File: config.mk
export PLATFORM = sky130hd
export DESIGN_NAME = ex_hazard_scheduler_flat
export DESIGN_NICKNAME = d
export VERILOG_FILES = /design/src/rtl/ex_hazard_scheduler_if.sv /design/src/rtl/ex_hazard_scheduler.sv /design/src/flat_wrapper.sv
export SDC_FILE = /design/constraint.sdc
export NUM_CORES = 1
export LEC_CHECK = 0
export ABC_AREA = 0
export CAP_MARGIN = 25
export CORE_MARGIN = 2
export CORE_UTILIZATION = 40
export DETAILED_ROUTE_END_ITERATION = 10
export MAX_ROUTING_LAYER = met4
export PLACE_DENSITY_LB_ADDON = 0.15
export SLEW_MARGIN = 0
export SYNTH_ARGS = -nofsm -noshare
export SYNTH_HDL_FRONTEND = slang
export SYNTH_SLANG_ARGS = --single-unit
File: constraint.sdc
create_clock -name clk_i -period 6.4 [get_ports clk_i]
set_input_delay 1.6 -clock clk_i [delete_from_list [all_inputs] [get_ports clk_i]]
set_output_delay 1.6 -clock clk_i [all_outputs]
set_load 0.02 [all_outputs]
File: src/rtl/ex_hazard_scheduler_if.sv
// ID-stage instruction bus into the EX hazard scheduler, plus its forwarding/stall results.
// The master side is the pipeline front end; the slave side is the scheduler.
interface ex_hazard_scheduler_if #(
   parameter int STALL_CNT_W = 16
);
   logic                   id_valid_i;
   logic [4:0]             id_rs1_i;
   logic [4:0]             id_rs2_i;
   logic [4:0]             id_rd_i;
   logic                   id_uses_rs1_i;
   logic                   id_uses_rs2_i;
   logic                   id_writes_rd_i;
   logic                   id_is_load_i;
   logic                   if_branch_i;
   logic [3:0]             reg_forwarding_type_o;
   logic                   stall_load_o;
   logic                   id_hold_o;
   logic [STALL_CNT_W-1:0] stall_count_o;

   modport master (
      output id_valid_i, id_rs1_i, id_rs2_i, id_rd_i,
             id_uses_rs1_i, id_uses_rs2_i, id_writes_rd_i, id_is_load_i,
             if_branch_i,
      input  reg_forwarding_type_o, stall_load_o, id_hold_o, stall_count_o
   );

   modport slave (
      input  id_valid_i, id_rs1_i, id_rs2_i, id_rd_i,
             id_uses_rs1_i, id_uses_rs2_i, id_writes_rd_i, id_is_load_i,
             if_branch_i,
      output reg_forwarding_type_o, stall_load_o, id_hold_o, stall_count_o
   );
endinterface

File: src/rtl/ex_hazard_scheduler.sv
// EX-stage hazard scheduler: tracks the EX/MEM producers of the ID instruction, picks the
// forwarding code, inserts load-use bubbles and squashes the branch shadow.
module ex_hazard_scheduler #(
   parameter int STALL_CNT_W = 16
) (
   input  logic clk_i,
   input  logic reset_i,
   ex_hazard_scheduler_if.slave bus
);

   typedef enum logic [2:0] {
      SRC_N,
      SRC_ONE,
      SRC_TWO,
      SRC_MEM,
      SRC_HAZ
   } src_e;

   typedef struct packed {
      logic       valid;
      logic [4:0] rd;
      logic       writesRd;
      logic       isLoad;
   } slot_t;

   slot_t                  slot1_q, slot1_d;
   slot_t                  slot2_q, slot2_d;
   logic [1:0]             shadowCnt_q, shadowCnt_d;
   logic [3:0]             fwdCode_q, fwdCode_d;
   logic                   stallLoad_q, stallLoad_d;
   logic [STALL_CNT_W-1:0] stallCount_q, stallCount_d;

   logic       squash;
   logic       idLive;
   logic       bubble;
   logic       codeValid;
   logic [3:0] code;
   src_e       src1;
   src_e       src2;

   // slot1 (EX) shadows slot2 (MEM); a load one stage ahead cannot be forwarded yet
   function automatic src_e resolveSrc(input slot_t s1, input slot_t s2,
                                       input logic [4:0] rs, input logic uses);
      logic m1;
      logic m2;
      m1 = uses && (rs != 5'd0) && s1.valid && s1.writesRd && (s1.rd == rs);
      m2 = uses && (rs != 5'd0) && s2.valid && s2.writesRd && (s2.rd == rs);
      if (m1)      return s1.isLoad ? SRC_HAZ : SRC_ONE;
      else if (m2) return s2.isLoad ? SRC_MEM : SRC_TWO;
      else         return SRC_N;
   endfunction

   always_comb begin
      squash = bus.if_branch_i | (shadowCnt_q != 2'd0);
      idLive = bus.id_valid_i & ~squash;
      src1   = resolveSrc(slot1_q, slot2_q, bus.id_rs1_i, bus.id_uses_rs1_i);
      src2   = resolveSrc(slot1_q, slot2_q, bus.id_rs2_i, bus.id_uses_rs2_i);

      // Pairs absent from the table (any HAZ, MEM with a second forward) force a bubble
      codeValid = 1'b1;
      case ({src1, src2})
         {SRC_ONE, SRC_N  }: code = 4'b0000;
         {SRC_N,   SRC_ONE}: code = 4'b0001;
         {SRC_TWO, SRC_N  }: code = 4'b0010;
         {SRC_N,   SRC_TWO}: code = 4'b0011;
         {SRC_MEM, SRC_N  }: code = 4'b0100;
         {SRC_N,   SRC_MEM}: code = 4'b0101;
         {SRC_ONE, SRC_TWO}: code = 4'b0110;
         {SRC_TWO, SRC_ONE}: code = 4'b0111;
         {SRC_ONE, SRC_ONE}: code = 4'b1000;
         {SRC_TWO, SRC_TWO}: code = 4'b1001;
         {SRC_N,   SRC_N  }: code = 4'b1111;
         default: begin
            code      = 4'b1111;
            codeValid = 1'b0;
         end
      endcase

      bubble = idLive & ~codeValid;

      slot2_d      = slot1_q;
      slot1_d      = '0;
      fwdCode_d    = 4'b1111;
      stallLoad_d  = 1'b0;
      stallCount_d = stallCount_q;
      if (bubble) begin
         stallLoad_d = 1'b1;
         if (stallCount_q != {STALL_CNT_W{1'b1}}) begin
            stallCount_d = stallCount_q + STALL_CNT_W'(1);
         end
      end else begin
         slot1_d.valid    = idLive;
         slot1_d.rd       = bus.id_rd_i;
         slot1_d.writesRd = bus.id_writes_rd_i;
         slot1_d.isLoad   = bus.id_is_load_i;
         fwdCode_d        = idLive ? code : 4'b1111;
      end

      // A branch inside the shadow is already masked in EX, so it does not re-arm
      if (shadowCnt_q != 2'd0) begin
         shadowCnt_d = shadowCnt_q - 2'd1;
      end else if (bus.if_branch_i) begin
         shadowCnt_d = 2'd2;
      end else begin
         shadowCnt_d = 2'd0;
      end
   end

   always_ff @(posedge clk_i or negedge reset_i) begin
      if (!reset_i) begin
         slot1_q      <= '0;
         slot2_q      <= '0;
         shadowCnt_q  <= 2'd0;
         fwdCode_q    <= 4'b1111;
         stallLoad_q  <= 1'b0;
         stallCount_q <= '0;
      end else begin
         slot1_q      <= slot1_d;
         slot2_q      <= slot2_d;
         shadowCnt_q  <= shadowCnt_d;
         fwdCode_q    <= fwdCode_d;
         stallLoad_q  <= stallLoad_d;
         stallCount_q <= stallCount_d;
      end
   end

   assign bus.reg_forwarding_type_o = fwdCode_q;
   assign bus.stall_load_o          = stallLoad_q;
   assign bus.stall_count_o         = stallCount_q;
   assign bus.id_hold_o             = bubble & reset_i;

endmodule

File: src/flat_wrapper.sv
// flat-port wrapper written by rule: the top's interface ports become plain ports
module ex_hazard_scheduler_flat 
#(
   parameter int STALL_CNT_W = 16
)
  (clk_i, reset_i, bus_id_valid_i, bus_id_rs1_i, bus_id_rs2_i, bus_id_rd_i, bus_id_uses_rs1_i, bus_id_uses_rs2_i, bus_id_writes_rd_i, bus_id_is_load_i, bus_if_branch_i, bus_reg_forwarding_type_o, bus_stall_load_o, bus_id_hold_o, bus_stall_count_o);
  ex_hazard_scheduler_if #(.STALL_CNT_W(STALL_CNT_W)) bus_i ();
  input  logic clk_i;
  input  logic reset_i;
  input wire logic [$bits(bus_i.id_valid_i)-1:0] bus_id_valid_i;
  input wire logic [$bits(bus_i.id_rs1_i)-1:0] bus_id_rs1_i;
  input wire logic [$bits(bus_i.id_rs2_i)-1:0] bus_id_rs2_i;
  input wire logic [$bits(bus_i.id_rd_i)-1:0] bus_id_rd_i;
  input wire logic [$bits(bus_i.id_uses_rs1_i)-1:0] bus_id_uses_rs1_i;
  input wire logic [$bits(bus_i.id_uses_rs2_i)-1:0] bus_id_uses_rs2_i;
  input wire logic [$bits(bus_i.id_writes_rd_i)-1:0] bus_id_writes_rd_i;
  input wire logic [$bits(bus_i.id_is_load_i)-1:0] bus_id_is_load_i;
  input wire logic [$bits(bus_i.if_branch_i)-1:0] bus_if_branch_i;
  output wire logic [$bits(bus_i.reg_forwarding_type_o)-1:0] bus_reg_forwarding_type_o;
  output wire logic [$bits(bus_i.stall_load_o)-1:0] bus_stall_load_o;
  output wire logic [$bits(bus_i.id_hold_o)-1:0] bus_id_hold_o;
  output wire logic [$bits(bus_i.stall_count_o)-1:0] bus_stall_count_o;
  assign bus_i.id_valid_i = bus_id_valid_i;
  assign bus_i.id_rs1_i = bus_id_rs1_i;
  assign bus_i.id_rs2_i = bus_id_rs2_i;
  assign bus_i.id_rd_i = bus_id_rd_i;
  assign bus_i.id_uses_rs1_i = bus_id_uses_rs1_i;
  assign bus_i.id_uses_rs2_i = bus_id_uses_rs2_i;
  assign bus_i.id_writes_rd_i = bus_id_writes_rd_i;
  assign bus_i.id_is_load_i = bus_id_is_load_i;
  assign bus_i.if_branch_i = bus_if_branch_i;
  assign bus_reg_forwarding_type_o = bus_i.reg_forwarding_type_o;
  assign bus_stall_load_o = bus_i.stall_load_o;
  assign bus_id_hold_o = bus_i.id_hold_o;
  assign bus_stall_count_o = bus_i.stall_count_o;
  ex_hazard_scheduler #(.STALL_CNT_W(STALL_CNT_W)) u_core (.clk_i(clk_i), .reset_i(reset_i), .bus(bus_i));
endmodule
### After elaboration in Yosys (flattened, before gate mapping)

Cells that the tools add are included.
W data, S select, Z words.

* $add $sub $neg: 2
* equal/unequal tests: 15
* mux-type cells: 14
* bitwise logic cells: 6
* reduce and logical (&&, ||, !) cells: 20

Operators with widths (count)
* $pmux W4 S10: 1
* $eq A6 B5 Y1 const B: 4
* $eq A5 B5 Y1: 4
* $eq A6 B4 Y1 const B: 3
* $add A16 B1 Y16 const B: 1
* $ne A16 B16 Y1 const B: 1
* $mux W3: 5
* $logic_and A1 B1 Y1: 14
* $eq A6 B2 Y1 const B: 2
* $reduce_or A11 Y1: 1
* $reduce_bool A5 Y1: 2
* $mux W4: 2
* $mux W8: 1
* $eq A6 B1 Y1 const B: 1
* $logic_not A6 Y1: 1
* $mux W2: 2
* $and A1 B1 Y1: 3
* $mux W1: 3
* $not A1 Y1: 2
* $reduce_and A2 Y1: 1
* $reduce_bool A2 Y1: 1
* $sub A2 B1 Y2 const B: 1
* $or A1 B1 Y1: 1

* flip-flop bits (word level): 39
* output and inout port bits: 22
* logic and storage cells: 69

### Depth between registers and ports, before layout

* depth in word-level cells: 13
* depth in mapped cells: 8

### Worst setup path after synthesis

OpenSTA, ideal clock, no wires.

* path type: input to output
* start: in bus_id_rs1_i[1]
* end: out bus_id_hold_o
* arrival time: 3.210 ns
* slack: 1.590 ns
* stages on the path: 7
* cell sequence: or4_1 o21ai_2 nor4_1 o21ai_0 nand3_2 buf_6 and3_1

* word-level cells in the longest chain between the ends: 13

Ends and longest elaborated chain
* start, declared: RTL line flat_wrapper.sv:11 `input wire logic [$bits(bus_i.id_rs1_i)-1:0] bus_id_rs1_i;`
* $reduce_bool A5 Y1: RTL line ex_hazard_scheduler.sv:46, ex_hazard_scheduler.sv:47
* $logic_and A1 B1 Y1: RTL line ex_hazard_scheduler.sv:46, ex_hazard_scheduler.sv:47
* $logic_and A1 B1 Y1 (3 in a row): RTL line ex_hazard_scheduler.sv:47 `m2 = uses && (rs != 5'd0) && s2.valid && s2.writesRd && (s2.rd == rs);`
* $mux W3: RTL line ex_hazard_scheduler.sv:49 `else if (m2) return s2.isLoad ? SRC_MEM : SRC_TWO;`
* $mux W3 (*): RTL line ex_hazard_scheduler.sv:48 `if (m1) return s1.isLoad ? SRC_HAZ : SRC_ONE;`
* $eq A6 B4 Y1 (tied with other cells): RTL line ex_hazard_scheduler.sv:61 `case ({src1, src2})`
* $reduce_or A11 Y1 (no line) (*)
* $mux W1 (*): RTL line ex_hazard_scheduler.sv:61
* $not A1 Y1 (*): RTL line ex_hazard_scheduler.sv:79 `bubble = idLive & ~codeValid;`
* $and A1 B1 Y1 (*): RTL line ex_hazard_scheduler.sv:79
* $and A1 B1 Y1 (*): RTL line ex_hazard_scheduler.sv:130 `assign bus.id_hold_o = bubble & reset_i;`
* end, declared: RTL line flat_wrapper.sv:21 `output wire logic [$bits(bus_i.id_hold_o)-1:0] bus_id_hold_o;`

Mark *: on every way between the ends. The rest lies on a longest branch, timed or not.

### Worst setup path after layout

* start: in bus_id_rs1_i[0]
* end: out bus_id_hold_o

Same word-level chain as after synthesis.

==> impl_metrics.py <==
metrics = {
    "status": {
        "status": "finished, final reports clean",
    },
    "synthesis": {
        "yosys.area.top_type": "dfrtp_1",
        "synth_area_leaders": "dfrtp_1, xnor2_1, dfstp_2, nand4_1, nand2_1",
        "syn_area_um2": 1956,
        "ys_seq_elements": 39,
        "synthesis.nets": 203,
        "avgSynthCellArea_um2": 10.93,
        "synth_common_cells": "dfrtp_1, xnor2_1, nand2_1",
        "yosysSeqAreaShare_pct": 50.16,
        "ys.flop_type": "dfrtp_1",
        "synth.most_common_cell": "dfrtp_1",
        "synth_cell_types": 30,
        "async_reset_ff_share_pct": 100.0,
        "synth_top_area_share_pct": 44.79,
        "yosysWarnings": 0,
        "synth_edf_count": 0,
        "netlist_instances": 179,
    },
    "floorplan": {
        "die_y_um": 73.92,
        "rows": 25,
        "die_area_um2": 5464,
        "start_util_pct": 41.40,
        "core-area_um2": 4723,
        "io_pins": 45,
        "die_w_um": 73.92,
    },
    "layout": {
        "antenna_cells": 0,
        "final_area_um2": 2594,
        "synthToLayoutAreaGrowth_pct": 32.63,
        "utilization_pct": 54.91,
        "nets": 254,
        "drive_above_1_share_pct": 13.85,
    },
    "placed_design": {
        "io_buffer_count": 44,
        "dp_hpwl_mm": 2.967,
        "dpl_cell_area_um2": 2476,
        "place_congestion": 0.8711,
    },
    "route": {
        "first_iter_violations": 82,
        "vias_per_cell": 5.017,
        "drc": 0,
        "avgRoutedWirePerCell_um": 13.45,
        "num_vias": 1495,
        "firstDrtPassIters": 4,
        "antenna_left": 0,
        "finalWirelength_mm": 4.009,
    },
    "global_route": {
        "grt_pass1_vias": 1464,
        "grt_max_degree": 41,
        "grt_overflow_total": 0,
        "track_usage_pct": 16.36,
        "antenna_found_initial": 0,
        "grt_pass1_wl_mm": 6.589,
    },
    "setup_path": {
        "crit_fanout": 5,
        "path_class": "in -> out",
        "cp_data_arrival_time_ps": 4180,
        "startpoint_type": "primary input",
        "crit_required_ps": 4800,
        "critPathCaptureType": "output port",
    },
    "power": {
        "powerDensity_nw_per_um2": 209.9,
        "leakagePower_nw": 1.025,
        "switchingPower_uw": 128.6,
        "p_comb_share_pct": 10.9,
        "pwr-share-seq_pct": 50.0,
        "p_clk_share_pct": 39.1,
        "ir_worst_vdd_v": 0.0001093,
        "swShare_pct": 23.63,
        "p_int_uw": 415.7,
    },
    "clock_tree": {
        "cts_resized": 0,
        "ctsHoldBuffers": 0,
        "cts_setup_buffers": 0,
        "numCtsBuffers": 5,
        "clkTransAtPathRegs_ps": 80,
        "clock_latency_ps": 280,
        "root_buffer": "clkbuf_8",
        "htreeDepth": 2,
        "cts.sinks": 39,
        "cts_tree": "yes",
        "ctsLongestPathBuffers": 2,
    },
    "worst_hold_path": {
        "holdCritPathClass": "reg -> reg",
    },
    "sta": {
        "drv_slew": 0,
        "finalSetupViolCount": 0,
        "setup-tns-final_ps": 0,
        "fmax_mhz": 173.1,
        "post-route-period-util_pct": 90.29,
        "maxSlewHeadroom_pct": 53.22,
        "finClkSkew_ps": 2.849,
        "finalHoldViolCount": 0,
        "rsz0062_at_grt": "false",
        "worst_slew_pin_slew_ps": 695.3,
        "layout_min_cycle_time_ps": 5779,
    },
    "run": {
        "cap_viol_max_count": 0,
    },
}
==> cells in the final DEF, fill, tap and decap left out, types with 3 or more instances in the layout <==
master,count
nand3_2,6
xor2_1,4
clkbuf_8,6
xnor2_1,32
clkdlybuf4s50_1,43
nand3_1,6
nor2_1,9
nor2b_1,3
nand2_1,17
dfstp_2,4
dfrtp_1,35
and3_1,9
nand4_1,14
and2_1,8
o21ai_0,5
buf_4,3
==> sequential cells by signal, indices dropped and copies added, names as in the netlist <==
register and cells:
u_core.bus.reg_forwarding_type_o 4, u_core.slot1_q 8, u_core.bus.stall_load_o 1, u_core.shadowCnt_q 2, u_core.slot2_q 8, u_core.bus.stall_count_o 16
==> stage by stage <==
| step | power, mW | hold WS [ps] | cells | setup WS [ps] |
|---|---|---|---|---|
| floorplan | 0.3054 | 353.5 | 179 | 1590 |
| global placement | 0.3341 | 361.5 | 290 | 679.5 |
| detailed placement | 0.3374 | 362.9 | 290 | 617.8 |
| CTS | 0.5501 | 380.7 | 298 | 617.9 |
| global route | 0.5691 | 400.4 | 298 | 418.2 |
| finish | 0.5444 | 377.7 | 298 | 621.4 |
==> per-layer routing <==
metal / vias to the layer above / wire length (um) / track usage (%) / share of wire, %
met5: - / 0 / - / 0
met4: 0 / 17 / 4.848 / 0.42
met3: 2 / 226 / 4.115 / 5.6
met2: 53 / 1964 / 26.09 / 49
met1: 705 / 1801 / 20.56 / 45
li1: 735 / - / - / -
==> critical path, cell delays in order <==
cell and delay, ps:
clkdlybuf4s50_1 560, xnor2_1 140, nand4_1 140, nor4_1 640, o21ai_0 240, nand3_2 120, and3_1 150, clkdlybuf4s50_1 600
==> kinds of logic (layout without fill, tap and decap cells) <==
| logic type | after synthesis | count (layout) | share of synthesized area, % |
|---|---|---|---|
| AOI/OAI and AO/OA | 12 | 12 | 3.967 |
| xor gates and xnor gates | 36 | 36 | 16.12 |
| adders and majority gates | 1 | 1 | 0.6397 |
| buffers and inverters | 5 | 57 | 1.472 |
| DFF | 39 | 39 | 50.16 |
| muxes | 1 | 1 | 0.7675 |
| and+or+nand+nor | 85 | 85 | 26.87 |
==> area by class of cell <==
cell class                      instances  area [um^2]
Clock buffer                            6        82.58
Fill cell                             403         2130
Sequential cell                        39        980.9
Clock inverter                          2        35.03
Timing Repair Buffer                   47        457.9
Multi-Input combinational cell        135        945.9
Tap cell                               67        83.83
Inverter                                2        7.507
==> power by group through the flow <==
stage	Sequential [mW]	Combinational (mW)	Clock [mW]
finish	0.272	0.0593	0.213
global route	0.274	0.0670	0.229
CTS	0.272	0.0603	0.217
detailed placement	0.277	0.0601	0
global placement	0.276	0.0583	0
floorplan	0.274	0.0310	0
==> final timing paths <==
path / depth (start not counted) / start / to / slack (ps)
max: 8 / bus_id_rs1_i[0] / bus_id_hold_o / 620
min: 0 / u_core.slot1_q[1]$_DFF_PN0_ / u_core.slot2_q[1]$_DFF_PN0_ / 380
max reg2reg: 8 / u_core.slot1_q[6]$_DFF_PN0_ / u_core.bus.stall_count_o[1]$_DFFE_PN0P_ / 3820
min reg2reg: 0 / u_core.slot1_q[1]$_DFF_PN0_ / u_core.slot2_q[1]$_DFF_PN0_ / 380
max in group asynchronous: 2 / reset_i / u_core.bus.reg_forwarding_type_o[2]$_DFF_PN1_ / 4690
min in group asynchronous: 2 / reset_i / u_core.slot2_q[4]$_DFF_PN0_ / 1350
Power figures use the tool's default switching activity.
